[config.mk]
export PLATFORM = sky130hd
export DESIGN_NAME = vector_dot_product_engine
export DESIGN_NICKNAME = d
export VERILOG_FILES = /design/src/rtl/vector_dot_product_engine.sv
export SDC_FILE = /design/constraint.sdc
export NUM_CORES = 2
export LEC_CHECK = 0
export ABC_AREA = 1
export ABC_CLOCK_PERIOD_IN_PS = 8950
export CAP_MARGIN = 10
export CORE_MARGIN = 2
export CORE_UTILIZATION = 55
export CTS_CLUSTER_SIZE = 8
export DETAILED_ROUTE_END_ITERATION = 8
export GPL_ROUTABILITY_DRIVEN = 1
export PLACE_DENSITY_LB_ADDON = 0.08
export SKIP_LAST_GASP = 1
export SLEW_MARGIN = 20
export SYNTH_ARGS = -nofsm -noshare
export SYNTH_HDL_FRONTEND = slang
export SYNTH_SLANG_ARGS = --single-unit
export TNS_END_PERCENT = 5
[constraint.sdc]
create_clock -name clk_in -period 8.95 [get_ports clk_in]
set_input_delay 0.895 -clock clk_in [delete_from_list [all_inputs] [get_ports clk_in]]
set_output_delay 0.895 -clock clk_in [all_outputs]
set_load 0.05 [all_outputs]
[src/rtl/vector_dot_product_engine.sv]
// Pipelined signed fixed-point dot product: LANES multipliers time-multiplexed over
// VECTOR_LENGTH/LANES beats, then round-half-up and saturate. Optional ReLU: VECTOR_DOT_PRODUCT_RELU_EN.
module vector_dot_product_engine #(
  parameter int VECTOR_LENGTH        = 16,
  parameter int LANES                = 4,
  parameter int FIXED_POINT_LENGTH   = 16,
  parameter int FIXED_POINT_POSITION = 10
) (
  input  logic                                       clk_in,
  input  logic                                       rst_n_in,
  input  logic [VECTOR_LENGTH*FIXED_POINT_LENGTH-1:0] vector_1_in,
  input  logic [VECTOR_LENGTH*FIXED_POINT_LENGTH-1:0] vector_2_in,
  input  logic                                       in_valid_in,
  output logic                                       in_ready_out,
  output logic [FIXED_POINT_LENGTH-1:0]              product_out,
  output logic                                       saturated_out,
  output logic                                       out_valid_out,
  input  logic                                       out_ready_in,
  output logic                                       busy_out
);

  localparam int FPL    = FIXED_POINT_LENGTH;
  localparam int VW     = VECTOR_LENGTH * FPL;
  localparam int BEATS  = VECTOR_LENGTH / LANES;
  localparam int BEAT_W = (BEATS > 1) ? $clog2(BEATS) : 1;
  localparam int PROD_W = 2 * FPL;
  localparam int ACC_W  = 2 * FPL + $clog2(VECTOR_LENGTH) + 1;

  localparam logic signed [ACC_W-1:0] SAT_MAX = {{(ACC_W-FPL+1){1'b0}}, {(FPL-1){1'b1}}};
  localparam logic signed [ACC_W-1:0] SAT_MIN = {{(ACC_W-FPL+1){1'b1}}, {(FPL-1){1'b0}}};

  typedef enum logic [1:0] {
    S_IDLE,
    S_MAC,
    S_NORM,
    S_DONE
  } state_t;

  state_t                   state_q, state_d;
  logic [BEAT_W-1:0]        beat_q, beat_d;
  logic signed [ACC_W-1:0]  acc_q, acc_d;
  logic [VW-1:0]            vec_a_q, vec_a_d;
  logic [VW-1:0]            vec_b_q, vec_b_d;
  logic [FPL-1:0]           product_q, product_d;
  logic                     sat_q, sat_d;
  logic                     out_valid_q, out_valid_d;

  logic signed [FPL-1:0]    lane_a, lane_b;
  logic signed [PROD_W-1:0] lane_p;
  logic signed [ACC_W-1:0]  beat_sum;
  logic [FPL:0]             norm_res;

  // Round half up: add half an LSB of the result, then arithmetic shift.
  function automatic logic signed [ACC_W-1:0] round_acc(input logic signed [ACC_W-1:0] acc);
    logic signed [ACC_W-1:0] half;
    half = '0;
    half[FIXED_POINT_POSITION-1] = 1'b1;
    return (acc + half) >>> FIXED_POINT_POSITION;
  endfunction

  // Returns {clamped_flag, value}.
  function automatic logic [FPL:0] saturate(input logic signed [ACC_W-1:0] r);
    logic [FPL-1:0] v;
    logic           f;
    if (r > SAT_MAX) begin
      v = SAT_MAX[FPL-1:0];
      f = 1'b1;
    end else if (r < SAT_MIN) begin
      v = SAT_MIN[FPL-1:0];
      f = 1'b1;
    end else begin
      v = r[FPL-1:0];
      f = 1'b0;
    end
    return {f, v};
  endfunction

`ifdef VECTOR_DOT_PRODUCT_RELU_EN
  // Negative results (including negatively clamped ones) collapse to zero, so the
  // flag survives only for positive clamping.
  function automatic logic [FPL:0] apply_relu(input logic [FPL:0] fv);
    logic [FPL:0] res;
    res = fv;
    if (fv[FPL-1]) res = '0;
    return res;
  endfunction

  assign norm_res = apply_relu(saturate(round_acc(acc_q)));
`else
  assign norm_res = saturate(round_acc(acc_q));
`endif

  // Beat k covers elements k*LANES .. k*LANES+LANES-1.
  always_comb begin
    beat_sum = '0;
    lane_a   = '0;
    lane_b   = '0;
    lane_p   = '0;
    for (int l = 0; l < LANES; l++) begin
      lane_a   = vec_a_q[(int'(beat_q) * LANES + l) * FPL +: FPL];
      lane_b   = vec_b_q[(int'(beat_q) * LANES + l) * FPL +: FPL];
      lane_p   = lane_a * lane_b;
      beat_sum = beat_sum + {{(ACC_W-PROD_W){lane_p[PROD_W-1]}}, lane_p};
    end
  end

  always_comb begin
    state_d     = state_q;
    beat_d      = beat_q;
    acc_d       = acc_q;
    vec_a_d     = vec_a_q;
    vec_b_d     = vec_b_q;
    product_d   = product_q;
    sat_d       = sat_q;
    out_valid_d = out_valid_q;
    case (state_q)
      S_IDLE: begin
        if (in_valid_in) begin
          vec_a_d = vector_1_in;
          vec_b_d = vector_2_in;
          acc_d   = '0;
          beat_d  = '0;
          state_d = S_MAC;
        end
      end
      S_MAC: begin
        acc_d = acc_q + beat_sum;
        if (beat_q == BEAT_W'(BEATS - 1)) begin
          state_d = S_NORM;
        end else begin
          beat_d = beat_q + BEAT_W'(1);
        end
      end
      S_NORM: begin
        product_d   = norm_res[FPL-1:0];
        sat_d       = norm_res[FPL];
        out_valid_d = 1'b1;
        state_d     = S_DONE;
      end
      S_DONE: begin
        if (out_ready_in) begin
          out_valid_d = 1'b0;
          state_d     = S_IDLE;
        end
      end
      default: state_d = S_IDLE;
    endcase
  end

  always_ff @(posedge clk_in or negedge rst_n_in) begin
    if (!rst_n_in) begin
      state_q     <= S_IDLE;
      beat_q      <= '0;
      acc_q       <= '0;
      vec_a_q     <= '0;
      vec_b_q     <= '0;
      product_q   <= '0;
      sat_q       <= 1'b0;
      out_valid_q <= 1'b0;
    end else begin
      state_q     <= state_d;
      beat_q      <= beat_d;
      acc_q       <= acc_d;
      vec_a_q     <= vec_a_d;
      vec_b_q     <= vec_b_d;
      product_q   <= product_d;
      sat_q       <= sat_d;
      out_valid_q <= out_valid_d;
    end
  end

  assign in_ready_out  = (state_q == S_IDLE);
  assign busy_out      = (state_q != S_IDLE);
  assign product_out   = product_q;
  assign saturated_out = sat_q;
  assign out_valid_out = out_valid_q;

endmodule

==> run_results.csv <==
group,metric,value,unit
logic_synthesis,synth-simple-area-share,18.9,%
clocking,clockBufferDepth,3,
logic_synthesis,number_of_enable_flip_flop_cells_after_synthesis,0,
drt,drc_errors,0,
floorplan,die-height,357,µm
logic_synthesis,ys_async_sr_fraction,100,%
critical_path,worst-endpoint-arrival,9.78,ns
clocking,tritoncts_clock_tree,"done",
job,drv_cap,0,
critical_path,worst_path_max_fanout,16,
cells_and_area,regArea,14300,µm²
cells_and_area,postLayoutCellArea,85900,µm²
clocking,clk_pin_slew,0.05,ns
drt,detail_route.wl_per_cell,23.2,µm
logic_synthesis,average_cell_area_after_synthesis,8.56,µm²
floorplan,ios,536,
clocking,clk_latency,0.67,ns
timing,setup_tns,-2.97,ns
clocking,cts_max_level,3,
timing,grt_setup_unrepaired,"yes",
drt,dr.pass1.iters,6,
outcome,status,"finished with violations",
place,hpwl,212000,µm
logic_synthesis,synth_fa_ha_area_share,44.8,%
logic_synthesis,syn-instance-count,8009,
clocking,cts_buffers,82,
logic_synthesis,sequential_area_share_after_synthesis,20.8,%
floorplan,row_count,129,
critical_path,slowest_stage,"sky130_fd_sc_hd__fa_2",
logic_synthesis,mappedNetlistArea,68600,µm²
timing,worst_slew_margin_rel,34.3,%
place,placed_cell_area,81600,µm²
logic_synthesis,most_common_flop_cell_mapped_by_yosys,"sky130_fd_sc_hd__dfrtp_1",
timing,min_period,9.19,ns
outcome,failed_checks,"setup timing",
floorplan,die_width,357,µm
critical_path,cp.required,9.54,ns
logic_synthesis,synth-compound-area-share,4.20,%
logic_synthesis,synthXorXnorAreaFrac,0.434,%
clocking,postCtsHoldBufs,0,
timing,worst_slack,-0.245,ns
global_routing,grt_first_pass_wirelength,381000,µm
drt,routed_via_density,5.39,
drt,postRouteAntennaNets,0,
cells_and_area,n_fill_cell,9965,
floorplan,core-area,124000,µm²
global_routing,grt_usage,40.8,%
critical_path,setup.worst_path.start_class,"flip-flop",
logic_synthesis,postSynthRegisterBits,571,
drt,drt-initial-drc-count,5846,
timing,finalHoldViolCount,0,
global_routing,pin_count_of_the_biggest_net_entering_global_routing,185,
place,placement.setup.worst_slack,-0.517,ns
floorplan,die-area,128000,µm²
drt,detailroute.via_count,58400,
timing,timing.final.setup_violations,23,
cells_and_area,drive_above_1_share,13.7,%
logic_synthesis,synth_top_family_by_area,"adder cells",
place,port_buffers,535,
critical_path,criticalPathCategory,"flip-flop to flip-flop",
global_routing,grt.overflow.total,0,
timing,post-route-period-util,103,%
cells_and_area,area.growth.synth_to_final,25.2,%
critical_path,worstSetupEndpointType,"flip-flop",
critical_path,timing.critical_path.mode_cell,"sky130_fd_sc_hd__inv_1",
cells_and_area,layout_nets,11400,
timing,timing.fmax,109,MHz
logic_synthesis,syn-num-nets,10200,
logic_synthesis,yosys_warnings,0,
timing,worst_clk_skew,0.0364,ns
clocking,cts_num_sinks,571,
logic_synthesis,yosysUniqueCellTypes,44,
drt,totalWireLength,252000,µm
min_path,worst_hold_path_type,"input port to asynchronous set/reset pin",
global_routing,grt_antenna_before_repair,10,
timing,slew_viol_final,0,
logic_synthesis,mux_share_of_post_synthesis_cell_area,0,%
clocking,clockRootBuffer,"sky130_fd_sc_hd__clkbuf_16",
cells_and_area,area_used_by_multi_input_combinational_logic,47800,µm²
floorplan,initial_core_util,55.5,%
critical_path,crit_path_max_cell_delay,0.67,ns
place,finalWeightedCongestion,1.03,
timing,worst_slew_pin_slew,0.986,ns
global_routing,grt_pass1_vias,62500,
## cells in the final DEF, fill, tap and decap left out, types with 4 or more instances in the layout
cell                              instances
sky130_fd_sc_hd__a21o_1                   8
sky130_fd_sc_hd__nor2_2                  42
sky130_fd_sc_hd__buf_12                  89
sky130_fd_sc_hd__clkdlybuf4s50_1        534
sky130_fd_sc_hd__a21oi_2                 14
sky130_fd_sc_hd__ha_1                   307
sky130_fd_sc_hd__o21ai_0                 55
sky130_fd_sc_hd__buf_16                   6
sky130_fd_sc_hd__a32oi_2                 59
sky130_fd_sc_hd__diode_2                  6
sky130_fd_sc_hd__fa_1                  1268
sky130_fd_sc_hd__a22o_1                   4
sky130_fd_sc_hd__ha_4                     7
sky130_fd_sc_hd__nand2_2                 21
sky130_fd_sc_hd__nor2_1                 594
sky130_fd_sc_hd__clkinvlp_4              27
sky130_fd_sc_hd__xnor2_1                  9
sky130_fd_sc_hd__inv_1                 1581
sky130_fd_sc_hd__fa_2                    71
sky130_fd_sc_hd__a32oi_4                 10
sky130_fd_sc_hd__buf_4                  730
sky130_fd_sc_hd__nand4_1                  4
sky130_fd_sc_hd__o22ai_1                  8
sky130_fd_sc_hd__o21ai_1                 11
sky130_fd_sc_hd__dfrtp_1                570
sky130_fd_sc_hd__a31oi_1                  7
sky130_fd_sc_hd__clkbuf_1                 4
sky130_fd_sc_hd__nand3_1                 37
sky130_fd_sc_hd__nor2_4                  10
sky130_fd_sc_hd__a21oi_1                158
sky130_fd_sc_hd__a32oi_1                 55
sky130_fd_sc_hd__nand2_1               2676
sky130_fd_sc_hd__clkinv_1                13
sky130_fd_sc_hd__xor2_1                  25
sky130_fd_sc_hd__clkbuf_16               84
sky130_fd_sc_hd__nor3_1                   7
sky130_fd_sc_hd__buf_6                   26
sky130_fd_sc_hd__inv_2                   22
sky130_fd_sc_hd__nor3_2                   4
sky130_fd_sc_hd__o21ai_2                  4
## final cells by class
| cell class | count | share of cell area [%] |
|---|---|---|
| Multi-Input combinational cell | 5502 | 55.7 |
| Sequential cell | 571 | 16.6 |
| Timing Repair Buffer | 1389 | 15.3 |
| Inverter | 1646 | 7.34 |
| Clock buffer | 88 | 2.45 |
| Tap cell | 1637 | 2.39 |
| Clock inverter | 6 | 0.0991 |
| Timing Repair inverter | 3 | 0.0379 |
| Antenna cell | 6 | 0.0175 |
## critical path: cells and delay by family, from the launching register on
family,cells,cell delay [ns]
and+or+nand+nor,6,0.55
AOI/OAI and AO/OA,6,0.80
adders and majority gates,11,5.76
buffers and inverters,14,1.52
DFF,1,0.45
## kinds of logic (layout without fill, tap and decap cells)
| logic type | Yosys count | count (layout) |
|---|---|---|
| fa+ha+maj | 1653 | 1653 |
| other cells | 0 | 6 |
| simple gates | 3405 | 3405 |
| flops | 571 | 571 |
| compound gates | 410 | 410 |
| buf+inv | 1936 | 3132 |
| xor+xnor | 34 | 34 |
## final timing paths
path                               from           end  slack, ns  depth (start not counted)
setup / recovery              beat_q[0]     acc_q[20]      -0.24                         37
hold / removal                 rst_n_in  vec_a_q[152]       0.21                          1
setup reg to reg              beat_q[0]     acc_q[20]      -0.24                         37
hold reg to reg            vec_b_q[132]  vec_b_q[132]       0.47                          2
max in group asynchronous      rst_n_in  vec_a_q[254]       6.57                          3
min in group clk_in        vec_b_q[132]  vec_b_q[132]       0.47                          2
## synth_stat cells (11+ instances only)
master / instances / share of area, %
sky130_fd_sc_hd__xor2_1: 25 / 0.32
sky130_fd_sc_hd__clkbuf_1: 183 / 1.0
sky130_fd_sc_hd__nor2_1: 635 / 3.5
sky130_fd_sc_hd__a32oi_2: 36 / 0.85
sky130_fd_sc_hd__nand2_1: 2681 / 15
sky130_fd_sc_hd__buf_1: 31 / 0.17
sky130_fd_sc_hd__a32oi_1: 88 / 1.1
sky130_fd_sc_hd__nand3_1: 38 / 0.28
sky130_fd_sc_hd__clkinv_1: 16 / 0.088
sky130_fd_sc_hd__buf_2: 71 / 0.52
sky130_fd_sc_hd__fa_1: 1339 / 39
sky130_fd_sc_hd__inv_1: 1622 / 8.9
sky130_fd_sc_hd__dfrtp_1: 571 / 21
sky130_fd_sc_hd__o21ai_0: 69 / 0.50
sky130_fd_sc_hd__nand2_2: 18 / 0.16
sky130_fd_sc_hd__nor3_1: 11 / 0.080
sky130_fd_sc_hd__ha_1: 314 / 5.7
sky130_fd_sc_hd__a21oi_1: 174 / 1.3
## stage by stage
step,cells,hold WS (ns),util (%)
finish,10800,0.213,69.5
global route,10800,0.262,69.5
CTS,10800,0.214,68.9
detailed placement,10700,0.460,66.0
global placement,10700,0.459,66.0
floorplan,8009,0.444,-
## sequential cells by signal, summed over array words and instances, names as in the netlist
register,flops
product_out,16
saturated_out,1
vec_b_q,256
vec_a_q,256
beat_q,2
out_valid_out,1
state_q,2
acc_q,37
## layer usage
layer / up-vias / track usage [%] / routed length [µm]
met4: 6 / 24.6 / 19000
met3: 687 / 5.55 / 17800
li1: 25700 / - / -
met2: 2517 / 66.9 / 119000
met5: - / 0 / 47
met1: 29500 / 52.0 / 95600
## what timing repair did
action,in CTS,in global routing
pin swaps,48,58
setup buffers,40,25
hold endpoints to repair,0,0
setup endpoints to repair,24,28
gates resized for setup,182,119
gates cloned,8,2
Power is left out: the tool's default activity adds up to more than one toggle a clock period on the data nets, which glitch-free logic cannot reach.
